## config.mk

```make
export PLATFORM = sky130hd
export DESIGN_NAME = upsample_nearest_layer_flat
export DESIGN_NICKNAME = d
export VERILOG_FILES = /design/src/rtl/upsample_nearest_layer_if.sv /design/src/rtl/upsample_nearest_layer.sv /design/src/flat_wrapper.sv
export SDC_FILE = /design/constraint.sdc
export NUM_CORES = 1
export LEC_CHECK = 0
export CORE_MARGIN = 2
export CORE_UTILIZATION = 40
export DETAILED_ROUTE_END_ITERATION = 12
export MAX_ROUTING_LAYER = met4
export PLACE_DENSITY = 0.57
export SLEW_MARGIN = 20
export SYNTH_ARGS = -nofsm -noshare
export SYNTH_HDL_FRONTEND = slang
export SYNTH_SLANG_ARGS = --single-unit
```

## constraint.sdc

```tcl
create_clock -name clk -period 6.9 [get_ports clk]
set_input_delay 1.035 -clock clk [delete_from_list [all_inputs] [get_ports clk]]
set_output_delay 1.035 -clock clk [all_outputs]
set_load 0.03 [all_outputs]
```

## src/rtl/upsample_nearest_layer_if.sv

```systemverilog
// Stream bundle for the nearest-neighbour upsampler: pixel input side,
// upsampled output side and the frame-end marker.
interface upsample_nearest_layer_if #(
  parameter int DATA_WIDTH = 16
);
  logic                         valid_in;
  logic signed [DATA_WIDTH-1:0] data_in;
  logic                         ready_in;
  logic                         ready_out;
  logic                         valid_out;
  logic signed [DATA_WIDTH-1:0] data_out;
  logic                         last_out;

  modport slave (
    input  valid_in, data_in, ready_out,
    output ready_in, valid_out, data_out, last_out
  );

  modport master (
    output valid_in, data_in, ready_out,
    input  ready_in, valid_out, data_out, last_out
  );
endinterface

```

## src/rtl/upsample_nearest_layer.sv

```systemverilog
// Streaming nearest-neighbour upsampler: each input pixel is repeated SCALE
// times per row and each row SCALE times, through one registered output slot.
//
// state     | meaning
// ST_LOAD   | first copy of an input row; pixels taken from data_in / hold reg
// ST_REPLAY | repeat copies of the row, read back from the line buffer
module upsample_nearest_layer #(
  parameter int DATA_WIDTH = 16,
  parameter int IN_WIDTH   = 7,
  parameter int IN_HEIGHT  = 7,
  parameter int SCALE      = 2
) (
  input logic                     clk,
  input logic                     rst,
  upsample_nearest_layer_if.slave bus
);

  localparam int XW = (IN_WIDTH  > 1) ? $clog2(IN_WIDTH)  : 1;
  localparam int YW = (IN_HEIGHT > 1) ? $clog2(IN_HEIGHT) : 1;
  localparam int SW = $clog2(SCALE);

  localparam logic [XW-1:0] X_MAX = XW'(IN_WIDTH - 1);
  localparam logic [YW-1:0] Y_MAX = YW'(IN_HEIGHT - 1);
  localparam logic [SW-1:0] S_MAX = SW'(SCALE - 1);
  localparam logic [XW-1:0] X_ONE = XW'(1);
  localparam logic [YW-1:0] Y_ONE = YW'(1);
  localparam logic [SW-1:0] S_ONE = SW'(1);

  localparam logic [0:0] ST_LOAD   = 1'b0;
  localparam logic [0:0] ST_REPLAY = 1'b1;

  logic signed [DATA_WIDTH-1:0] r_buf [IN_WIDTH];
  logic signed [DATA_WIDTH-1:0] r_hold;
  logic signed [DATA_WIDTH-1:0] r_data;
  logic                         r_valid;
  logic                         r_last;
  logic [0:0]                   r_state;
  logic [XW-1:0]                r_in_x;
  logic [YW-1:0]                r_in_y;
  logic [SW-1:0]                r_col;
  logic [SW-1:0]                r_row;

  logic                         w_slot_free;
  logic                         w_new_px;
  logic                         w_load;
  logic                         w_col_end;
  logic                         w_x_end;
  logic                         w_row_end;
  logic                         w_y_end;
  logic                         w_frame_end;
  logic signed [DATA_WIDTH-1:0] w_load_data;

  assign w_slot_free = !r_valid || bus.ready_out;
  assign w_new_px    = (r_state == ST_LOAD) && (r_col == '0);
  assign w_load      = w_slot_free && (w_new_px ? bus.valid_in : 1'b1);

  assign w_col_end   = (r_col  == S_MAX);
  assign w_x_end     = (r_in_x == X_MAX);
  assign w_row_end   = (r_row  == S_MAX);
  assign w_y_end     = (r_in_y == Y_MAX);
  assign w_frame_end = w_col_end && w_x_end && w_row_end && w_y_end;

  // Combinational line-buffer read keeps REPLAY rows bubble-free.
  always_comb begin
    w_load_data = r_hold;
    if (w_new_px) begin
      w_load_data = bus.data_in;
    end else if (r_state == ST_REPLAY) begin
      w_load_data = r_buf[r_in_x];
    end
  end

  always_ff @(posedge clk) begin
    if (w_load && w_new_px) begin
      r_buf[r_in_x] <= bus.data_in;
      r_hold        <= bus.data_in;
    end
  end

  always_ff @(posedge clk or posedge rst) begin
    if (rst) begin
      r_data  <= '0;
      r_valid <= 1'b0;
      r_last  <= 1'b0;
      r_state <= ST_LOAD;
      r_in_x  <= '0;
      r_in_y  <= '0;
      r_col   <= '0;
      r_row   <= '0;
    end else if (w_load) begin
      r_data  <= w_load_data;
      r_valid <= 1'b1;
      r_last  <= w_frame_end;
      if (w_col_end) begin
        r_col <= '0;
        if (w_x_end) begin
          r_in_x <= '0;
          if (w_row_end) begin
            r_row   <= '0;
            r_state <= ST_LOAD;
            r_in_y  <= w_y_end ? '0 : r_in_y + Y_ONE;
          end else begin
            r_row   <= r_row + S_ONE;
            r_state <= ST_REPLAY;
          end
        end else begin
          r_in_x <= r_in_x + X_ONE;
        end
      end else begin
        r_col <= r_col + S_ONE;
      end
    end else if (w_slot_free) begin
      r_valid <= 1'b0;
      r_last  <= 1'b0;
    end
  end

  assign bus.ready_in  = w_slot_free && w_new_px;
  assign bus.valid_out = r_valid;
  assign bus.data_out  = r_data;
  assign bus.last_out  = r_last;

endmodule
```

## src/flat_wrapper.sv

```systemverilog
// flat-port wrapper written by rule: the top's interface ports become plain ports
module upsample_nearest_layer_flat 
#(
  parameter int DATA_WIDTH = 16,
  parameter int IN_WIDTH   = 7,
  parameter int IN_HEIGHT  = 7,
  parameter int SCALE      = 2
)
  (clk, rst, bus_valid_in, bus_data_in, bus_ready_out, bus_ready_in, bus_valid_out, bus_data_out, bus_last_out);
  upsample_nearest_layer_if #(.DATA_WIDTH(DATA_WIDTH)) bus_i ();
  input logic clk;
  input logic rst;
  input wire logic [$bits(bus_i.valid_in)-1:0] bus_valid_in;
  input wire logic [$bits(bus_i.data_in)-1:0] bus_data_in;
  input wire logic [$bits(bus_i.ready_out)-1:0] bus_ready_out;
  output wire logic [$bits(bus_i.ready_in)-1:0] bus_ready_in;
  output wire logic [$bits(bus_i.valid_out)-1:0] bus_valid_out;
  output wire logic [$bits(bus_i.data_out)-1:0] bus_data_out;
  output wire logic [$bits(bus_i.last_out)-1:0] bus_last_out;
  assign bus_i.valid_in = bus_valid_in;
  assign bus_i.data_in = bus_data_in;
  assign bus_i.ready_out = bus_ready_out;
  assign bus_ready_in = bus_i.ready_in;
  assign bus_valid_out = bus_i.valid_out;
  assign bus_data_out = bus_i.data_out;
  assign bus_last_out = bus_i.last_out;
  upsample_nearest_layer #(.DATA_WIDTH(DATA_WIDTH), .IN_WIDTH(IN_WIDTH), .IN_HEIGHT(IN_HEIGHT), .SCALE(SCALE)) u_core (.clk(clk), .rst(rst), .bus(bus_i));
endmodule
```

======== Word level (Yosys, flattened, before mapping) ========
Memory sizes are Yosys's and may differ from the RTL's.
Cells that the tools add are included.
cells by class
  $add $sub $neg .......................... 4
  multipliers ............................. 0
  divide/modulo/power cells ............... 0
  order comparisons ....................... 0
  eq/ne operators ......................... 2
  shift operators ......................... 0
  muxes and demuxes ....................... 13
  bitwise operators ....................... 2
  reductions and logical operators ........ 13
operator list
  kind                                         number
  two-way mux 16 bit                           2
  two-way mux 1 bit                            9
  logical AND 1 bit                            7
  adder 3 x 1 -> 3 bit, second input constant  2
  == test 3 bit, second input constant         2
  two-way mux 3 bit                            2
  AND reduction 4 bit                          1
  AND reduction 3 bit                          1
  adder 1 bit, second input constant           2
  NOT 1 bit                                    2
  AND reduction 2 bit                          1
  nonzero test 2 bit                           1
  zero test 1 bit                              1
  logical OR 1 bit                             1
storage, ports and cells
  register bits after elaboration ......... 43
  bits in latches ......................... 0
  RAM bits ................................ 112
  bits in read-only memories .............. 0
  bits of input ports ..................... 20
  output and inout bits ................... 19
  word-level logic and storage cells ...... 44
  memories kept ........................... 1
memory list
  name          words  bits a word  read ports  clocked after memory_dff  write ports  RTL line                      source
  u_core.r_buf  7      16           1           0                         1            upsample_nearest_layer.sv:32  logic signed [DATA_WIDTH-1:0] r_buf [IN_WIDTH];

======== Longest topological paths before layout ========
Gate-level depths: netlist of the first run.
  depth in word-level cells ............... 7
  depth in mapped cells ................... 7
  gate-level depth less buffers ........... 6

======== Worst setup path after synthesis of the first run ========
No wires, ideal clock.
  path type ............................... input to register
  start point ............................. input bus_ready_out
  end point ............................... memory u_core.r_buf[6][0] (enable)
  setup time .............................. 0.409 ns
  arrival time ............................ 3.538 ns
  required time ........................... 6.491 ns
  slack ................................... 2.952 ns
  stages .................................. 7
  buffers on the path ..................... 1
  cell sequence ........................... nor2b_1 buf_4 nor3_2 nand2_1 clkinv_1 nand2_1 nor3_1
between the ends
  longest elaborated chain between the ends .. 5
ends and longest elaborated chain
  element                                  RTL line                      source
  start, declared                          flat_wrapper.sv:15            input wire logic [$bits(bus_i.ready_out)-1:0] bus_ready_out;
  logical OR 1 bit                         upsample_nearest_layer.sv:53  assign w_slot_free = !r_valid || bus.ready_out;
  logical AND 1 bit                        upsample_nearest_layer.sv:55  assign w_load = w_slot_free && (w_new_px ? bus.valid_in : 1'b1);
  logical AND 1 bit                        upsample_nearest_layer.sv:74  if (w_load && w_new_px) begin
  two-way mux 1 bit                        upsample_nearest_layer.sv:74
  two-way mux 1 bit (not written as such)  upsample_nearest_layer.sv:75  r_buf[r_in_x] <= bus.data_in;
  end, declared                            upsample_nearest_layer.sv:32
No other way between the ends.

======== Final worst setup path of the first run ========
  start point ............................. input bus_ready_out
  end point ............................... output bus_ready_in
between the ends
  longest elaborated chain between the ends .. 2
ends and longest elaborated chain
  element            RTL line                       source
  logical OR 1 bit   upsample_nearest_layer.sv:53
  logical AND 1 bit  upsample_nearest_layer.sv:118  assign bus.ready_in = w_slot_free && w_new_px;
  end, declared      flat_wrapper.sv:16             output wire logic [$bits(bus_i.ready_in)-1:0] bus_ready_in;
No other way between the ends.

==> results.toml, run 1 <==
[final_layout]
final_cells = 671
syn_to_final_growth_pct = 18.1
final_net_count = 467
drive_gt1_share_pct = 12.4
diodes = 0

[yosys]
yosys_warnings = 0
ys_types = 50
synth-seq-cells = 154
synth_edf_count = 128
synthesis.instances = 404
ys.flop_type = "edfxtp_1"
synth_nets = 424
synth.cell_area_sq_um = 6250
avgSynthCellArea_sq_um = 15.5
seq_area_frac_synth_pct = 72.0
async_flop_share_pct = 16.9

[setup_path]
crit_chain = "clkdlybuf4s50_1 > nor2b_1 > nor3_2 > clkdlybuf4s50_1"
cp_slowest_stage_delay_ns = 0.68
crit_top_cell = "clkdlybuf4s50_1"
cp.required_ns = 5.86
start_kind = "primary input"
cp_top_family = "buffers and inverters"
path_buf_inv = 2
critPathMaxFanout = 10
critical_path_arrival_ns = 2.86
crit_type = "in -> out"
slowest_stage = "nor2b_1"
end_kind = "output port"

[cts]
cts_root_buf = "clkbuf_16"
cts_made_buffers = 17
clockBufferDepth = 2
cts_sinks = 154
path_clk_slew_ns = 0.05
htreeDepth = 4
insertion_delay_ns = 0.43
cts-hold-fix-buffers = 0
postCtsSetupBuffers = 0
cts_tree = "done"
cts_resized = 0

[timing]
period_needed_ns = 3.89
max_freq_ghz = 0.257
holdWs_ns = 0.502
tightest_slew_ns = 0.951
setup_viol = 0
fin_crit_sh_pct = 56.4
fin_skew_ns = 0.00803
hold_violations = 0
slew_violations = 0
maxSlewHeadroom_pct = 36.4
finalSetupTns_ns = 0
rsz0062_at_grt = "false"

[die]
std_cell_rows = 45
die_h_um = 129
initial_utilization_pct = 40.9
io_pins = 39
core-area_sq_um = 15300
die_w_um = 129
die_area_sq_um = 16600

[placement]
io_buffer_count = 38
place_inst = 639
dp_hpwl_um = 8470
gp_congestion = 0.742

[power]
p_leak_uw = 0.00260
vdd_drop_max_mv = 0.196
powerDensity_nw_per_um2 = 416
p_total_uw = 3070

[global_routing]
grt.total_usage_pct = 19.4
grt_pass1_vias = 3635
grt_first_pass_wirelength_um = 22300
overflow = 0
antenna_found_initial = 0
grt_max_degree = 48

[min_path]
min_path_type = "reg -> reg"

[route]
avgRoutedWirePerCell_um = 21.8
wl_um = 14600
drc = 0
num_vias = 3668
first_iter_violations = 252
dr.pass1.iters = 4
via_per_inst = 5.47
antenna_left = 0

[outcome]
outcome = "complete, no violations"

[flow_run]
maxCapViolations = 0
## placed cells by master, fill, tap and decap left out, drive strengths merged, types with 10 or more instances in the layout
master and instances:
mux2i 30, clkbuf 28, a22oi 10, dfrtp 26, edfxtp 128, nand2 27, nor2 12, a31oi 12
clkdlybuf4s50 38, buf 13, a22o 18, a21oi 15
## registers in the layout (all words and copies together), names as in the netlist
signal	flops
u_core.bus.valid_out	1
u_core.bus.last_out	1
u_core.bus.data_out	16
u_core.r_hold	16
u_core.r_row	1
u_core.r_in_y	3
u_core.r_in_x	3
u_core.r_col	1
u_core.r_buf	112
## final timing paths
| check | cells past startpoint | endpoint | start | slack (ns) |
|---|---|---|---|---|
| max | 4 | bus_ready_in | bus_ready_out | 3.01 |
| min | 2 | u_core.bus.last_out$_DFFE_PP0P_ | u_core.bus.last_out$_DFFE_PP0P_ | 0.50 |
| max reg2reg | 6 | u_core.r_buf[5][9]$_DFFE_PP_ | u_core.r_col$_DFFE_PP0N_ | 4.20 |
| min reg2reg | 2 | u_core.bus.last_out$_DFFE_PP0P_ | u_core.bus.last_out$_DFFE_PP0P_ | 0.50 |
| max in group asynchronous | 3 | u_core.r_col$_DFFE_PP0N_ | rst | 5.60 |
| min in group asynchronous | 3 | u_core.bus.data_out[5]$_DFFE_PP0N_ | rst | 1.00 |
## final cells by class
type	instances	area [sq um]
tap	211	264
multi-input combinational	215	1590
sequential	154	4500
timing repair buffer	51	478
clock buffer	28	497
fill	1343	7880
clock inverter	4	18.8
inverter	8	30.0
## metrics by stage
step           setup WS, ns  util (%)  instance area (sq um)
5_1_grt                2.92      48.3                   7380
3_5_place_dp           2.98      45.0                   6860
2_1_floorplan          2.95         -                   6250
4_1_cts                2.98      48.3                   7380
3_3_place_gp           3.04      45.0                   6860
6_report               3.01      48.3                   7380
## per-layer routing
| metal | global-route usage [%] | up-vias | routed length (um) |
|---|---|---|---|
| li1 | - | 1674 | - |
| met1 | 26.6 | 1874 | 6890 |
| met2 | 28.6 | 103 | 6870 |
| met3 | 4.70 | 17 | 707 |
| met4 | 6.27 | 0 | 173 |
| met5 | - | - | 0 |
## cells by family after synthesis
logic type / synth area share, %
multiplexers: 6.43
AND/OR/NAND/NOR: 5.53
AO/OA/AOI/OAI: 12.9
XOR/XNOR: 0.280
buffers and inverters: 2.94
flip-flops: 72.0
## worst min-delay path, cell delays in order (launching register included)
cell and delay, ns:
dfrtp_1 0.34, nand2_1 0.06, o31ai_1 0.06
## where the power goes
| part | total (uW) | internal, uW | switching, uW |
|---|---|---|---|
| logic | 1040 | 395 | 644 |
| clock network | 822 | 485 | 337 |
| registers | 1210 | 1120 | 85.6 |
## synthesized netlist by cell type, types with 2 or more instances
library cell | n | area, sq um
edfxtp_1 | 128 | 3840
mux2i_1 | 30 | 300
nand2_1 | 27 | 101
dfrtp_1 | 26 | 651
a22o_1 | 18 | 158
a21oi_1 | 15 | 75.1
buf_2 | 15 | 75.1
a31oi_1 | 12 | 75.1
a22oi_1 | 10 | 75.1
nor2_1 | 10 | 37.5
o21ai_0 | 9 | 45.0
a221oi_1 | 8 | 70.1
o31ai_1 | 8 | 60.1
a21o_1 | 7 | 52.6
a221o_1 | 7 | 70.1
inv_1 | 7 | 26.3
o22ai_1 | 6 | 37.5
buf_4 | 5 | 37.5
mux2_2 | 5 | 56.3
nand2b_1 | 5 | 31.3
nor3_1 | 5 | 25.0
clkbuf_1 | 3 | 11.3
mux2_4 | 3 | 45.0
nor2b_1 | 3 | 18.8
and4b_1 | 2 | 20.0
buf_1 | 2 | 7.51
buf_6 | 2 | 22.5
o211a_1 | 2 | 20.0
o21a_1 | 2 | 15.0
xnor2_1 | 2 | 17.5
(Power assumes the default switching activity.)
==> inputs of run 2 (changes only) <==
Settings changed: PLACE_DENSITY 0.57 to 0.59.
Clock period 6.9 ns to 3.4 ns, I/O delays scaled along.
==> results.toml, run 2 (synthesis results as in run 1) <==
[setup_path]
start_kind = "flop"
crit_type = "reg -> out"
worstSetupEndpoint = "bus_ready_in"
critPathMaxFanout = 12
cp.required_ns = 2.89
cp-startpoint = "u_core.r_col$_DFFE_PP0N_"
reg2reg_depth = 6
critical_path_arrival_ns = 2.11
r2r_start = "u_core.r_col$_DFFE_PP0N_"
rrSetupSlack_ns = 0.95
crit_chain = "nor3_2 > clkdlybuf4s50_1"
slowest_stage = "clkdlybuf4s50_1"
cp_slowest_stage_delay_ns = 0.72
end_kind = "output port"
timing.rr.end = "u_core.r_buf[4][12]$_DFFE_PP_"

[placement]
place_inst = 645
pre_cts_ws_ns = 0.680
gp_congestion = 0.782
dp_hpwl_um = 8640
io_buffer_count = 38

[timing]
period_needed_ns = 2.62
setup_viol = 0
tightest_slew_ns = 0.826
fin_skew_ns = 0.00734
fin_crit_sh_pct = 77.0
fin_ws_ns = 0.783
finalSetupTns_ns = 0
slew_violations = 0
maxSlewHeadroom_pct = 44.9
rsz0062_at_grt = "false"
hold_violations = 0
max_freq_ghz = 0.382

[cts]
cts_tree = "done"
cts_root_buf = "clkbuf_16"
htreeDepth = 4
cts_resized = 0
cts_made_buffers = 17
insertion_delay_ns = 0.43
postCtsSetupBuffers = 0
path_clk_slew_ns = 0.06
cts_sinks = 154
clockBufferDepth = 2
cts-hold-fix-buffers = 0

[global_routing]
busiest_layer = "met2"
overflow = 0
grt_first_pass_wirelength_um = 22000
grt_max_degree = 40
grt_use_met2_pct = 29.3
grt.total_usage_pct = 19.1
grt_pass1_vias = 3777
grt_use_met3_pct = 4.12
met1_usage_pct = 25.0
antenna_found_initial = 0

[route]
antenna_left = 0
num_vias = 3660
first_iter_violations = 260
drc = 0
via_per_inst = 5.41
dr.pass1.iters = 4
wl_um = 14500
avgRoutedWirePerCell_um = 21.4

[final_layout]
diodes = 0
final_net_count = 473
regMostFlops = "u_core.r_buf"
drive_gt1_share_pct = 14.8
syn_to_final_growth_pct = 19.8
final_common_cell = "edfxtp_1"
largest_reg_flops = 112
final_cells = 677
layout_common_cells = "edfxtp_1 (128), clkdlybuf4s50_1 (38), mux2i_1 (30)"

[min_path]
min_path_type = "reg -> reg"
hp-start = "u_core.bus.last_out$_DFFE_PP0P_"

[outcome]
outcome = "complete, no violations"

[die]
core-area_sq_um = 15300
die_w_um = 129
io_pins = 39
die_area_sq_um = 16600
die_h_um = 129
std_cell_rows = 45
initial_utilization_pct = 40.9

[power]
powerDensity_nw_per_um2 = 856
vdd_drop_max_mv = 0.464
p_leak_uw = 0.00265

[flow_run]
maxCapViolations = 0
## run 2: area by class of cell
| type | count | area (sq um) |
|---|---|---|
| clock inverter | 12 | 128 |
| tap | 211 | 264 |
| sequential | 154 | 4490 |
| inverter | 8 | 30.0 |
| clock buffer | 20 | 447 |
| timing repair buffer | 57 | 523 |
| fill | 1317 | 7780 |
| multi-input combinational | 215 | 1590 |
## run 2: how the worst min path moves through the flow
stage | end | cells past startpoint | slack (ns)
3_5_place_dp | u_core.bus.last_out$_DFFE_PP0P_ | 2 | 0.47
4_1_cts | u_core.bus.last_out$_DFFE_PP0P_ | 2 | 0.48
6_report | u_core.bus.last_out$_DFFE_PP0P_ | 2 | 0.47
2_1_floorplan | u_core.r_in_y[1]$_DFFE_PP0P_ | 2 | 0.49
3_3_place_gp | u_core.bus.last_out$_DFFE_PP0P_ | 2 | 0.47
5_1_grt | u_core.bus.last_out$_DFFE_PP0P_ | 2 | 0.50
## run 2: critical path, delay by kind of cell (launching register included)
kind	cells	cell delay [ns]
and+or+nand+nor	1	0.34
DFF	1	0.62
buffers and inverters	1	0.72
## run 2: metal layers
| layer | wire, um | share of wire [%] | vias to the layer above |
|---|---|---|---|
| met4 | 203 | 1.4 | 0 |
| met2 | 7110 | 49 | 93 |
| li1 | - | - | 1697 |
| met5 | 0 | 0 | - |
| met1 | 6390 | 44 | 1853 |
| met3 | 790 | 5.5 | 17 |
## run 2: through the flow
stage	util [%]	hold slack, ns	area (sq um)	total power (uW)
floorplan	-	0.492	6250	3910
global placement	45.3	0.471	6910	4600
detailed placement	45.3	0.465	6910	4630
CTS	49.0	0.479	7480	6460
global route	49.0	0.499	7480	6710
finish	49.0	0.474	7480	6410
## run 2: where the power goes
part           total [uW]  internal [uW]  switching [uW]
logic                2100            827            1270
clock network        1830           1090             734
registers            2480           2270             203
total                6410           4190            2210
==> inputs of run 3 (changes only) <==
Clock period 3.4 ns to 2.35 ns, I/O delays scaled along.
==> results.toml, run 3 (synthesis results as in run 1) <==
[setup_path]
crit_type = "reg -> reg"
critical_path_arrival_ns = 2.38
end_kind = "flop"
path_buf_inv = 0
slowest_stage = "nor2b_1"
crit_chain = "nor2b_1 > a221o_1 > a221oi_1 > o31ai_1"
start_kind = "flop"
cp_top_family = "simple AND/OR/NAND/NOR gates"
critPathMaxFanout = 18
cp_slowest_stage_delay_ns = 0.79
cp.required_ns = 2.68

[cts]
insertion_delay_ns = 0.43
cts_root_buf = "clkbuf_16"
htreeDepth = 4
cts-hold-fix-buffers = 0
cts_tree = "done"
cts_sinks = 154
path_clk_slew_ns = 0.06
clockBufferDepth = 2
cts_made_buffers = 17

[final_layout]
drive_gt1_share_pct = 18.2
largest_reg_flops = 112
final_cells = 694
syn_to_final_growth_pct = 24.2
final_common_cell = "edfxtp_1"
diodes = 0
layout_common_cells = "edfxtp_1 (128), clkdlybuf4s50_1 (37), buf_4 (31)"
regMostFlops = "u_core.r_buf"
final_net_count = 490

[global_routing]
grt.total_usage_pct = 19.8
grt_first_pass_wirelength_um = 22800
grt_max_degree = 23
overflow = 0
grt_pass1_vias = 3846
antenna_found_initial = 0

[die]
initial_utilization_pct = 40.9
die_h_um = 129
io_pins = 39
core-area_sq_um = 15300
die_area_sq_um = 16600
die_w_um = 129
std_cell_rows = 45

[timing]
fin_crit_sh_pct = 87.3
fin_skew_ns = 0.0131
hold_violations = 0
max_freq_ghz = 0.488
tightest_slew_ns = 0.950
setup_viol = 0
rsz0062_at_grt = "false"
period_needed_ns = 2.05
slew_violations = 0
maxSlewHeadroom_pct = 36.5

[placement]
gp_congestion = 0.783
dp_hpwl_um = 9390
place_inst = 662
io_buffer_count = 38

[power]
powerDensity_nw_per_um2 = 1240
switching_power_uw = 3250
power.internal_uw = 6330
p_leak_uw = 0.00279
clkPwrFrac_pct = 28.0
vdd_drop_max_mv = 0.599
p_comb_share_pct = 35.2
swShare_pct = 33.9
p_total_uw = 9580
seq_power_share_pct = 36.8

[route]
first_iter_violations = 329
avgRoutedWirePerCell_um = 21.5
wl_um = 14900
dr.pass1.iters = 4
antenna_left = 0
drc = 0
num_vias = 3790
via_per_inst = 5.46

[flow_run]
maxCapViolations = 0

[min_path]
min_path_type = "in -> async"

[outcome]
outcome = "complete, no violations"
[run 3: cell type report]
| cell class | count | area (sq um) |
|---|---|---|
| fill | 1295 | 7500 |
| sequential | 154 | 4500 |
| multi-input combinational | 215 | 1660 |
| timing repair buffer | 74 | 716 |
| clock buffer | 24 | 462 |
| tap | 211 | 264 |
| clock inverter | 8 | 119 |
| inverter | 8 | 42.5 |
[run 3: worst paths after layout]
kind / start / to / slack, ns / cells after the start
min in group clk: u_core.bus.last_out$_DFFE_PP0P_ / u_core.bus.last_out$_DFFE_PP0P_ / 0.47 / 2
setup / recovery: u_core.r_in_x[2]$_DFFE_PP0P_ / u_core.bus.data_out[5]$_DFFE_PP0N_ / 0.30 / 4
hold reg to reg: u_core.bus.last_out$_DFFE_PP0P_ / u_core.bus.last_out$_DFFE_PP0P_ / 0.47 / 2
hold / removal: rst / u_core.bus.data_out[3]$_DFFE_PP0N_ / 0.24 / 2
max in group asynchronous: rst / u_core.bus.data_out[11]$_DFFE_PP0N_ / 1.57 / 3
setup reg to reg: u_core.r_in_x[2]$_DFFE_PP0P_ / u_core.bus.data_out[5]$_DFFE_PP0N_ / 0.30 / 4
[run 3: stage by stage]
stage | hold WS (ns) | setup slack (ns) | cell area (sq um) | TNS, ns | utilization (%)
2_1_floorplan | 0.392 | -0.158 | 6350 | -9.88 | -
3_3_place_gp | 0.468 | 0.136 | 7170 | 0 | 47.0
3_5_place_dp | 0.467 | 0.114 | 7170 | 0 | 47.0
4_1_cts | 0.244 | 0.0133 | 7750 | 0 | 50.8
5_1_grt | 0.267 | 0.131 | 7750 | 0 | 50.8
6_report | 0.239 | 0.299 | 7750 | 0 | 50.8
[run 3: worst register-to-register path, cell delays in order, from the launching register on]
cell	delay [ns]
dfrtp_2	0.55
nor2b_1	0.80
a221o_1	0.30
a221oi_1	0.08
o31ai_1	0.23
[run 3: power groups by stage]
stage | Sequential, uW | Clock (uW) | Combinational [uW]
floorplan | 3760 | 0 | 1990
CTS | 3530 | 2740 | 3390
finish | 3530 | 2690 | 3370
global route | 3560 | 2870 | 3620
detailed placement | 3580 | 0 | 3360
global placement | 3570 | 0 | 3320
[run 3: repair_timing]
item | in CTS | in global routing
buffers inserted | 0 | 0
gates resized for setup | 0 | 1
setup endpoints to repair | 0 | 1
[run 3: layer usage]
metal / GRT usage (%) / wire length (um) / vias to the layer above / part of all wire [%]
met5: - / 0 / - / 0
met4: 6.84 / 136 / 0 / 0.91
met3: 4.99 / 606 / 11 / 4.1
met2: 29.7 / 7380 / 83 / 49
met1: 26.5 / 6790 / 1964 / 46
li1: - / - / 1732 / -
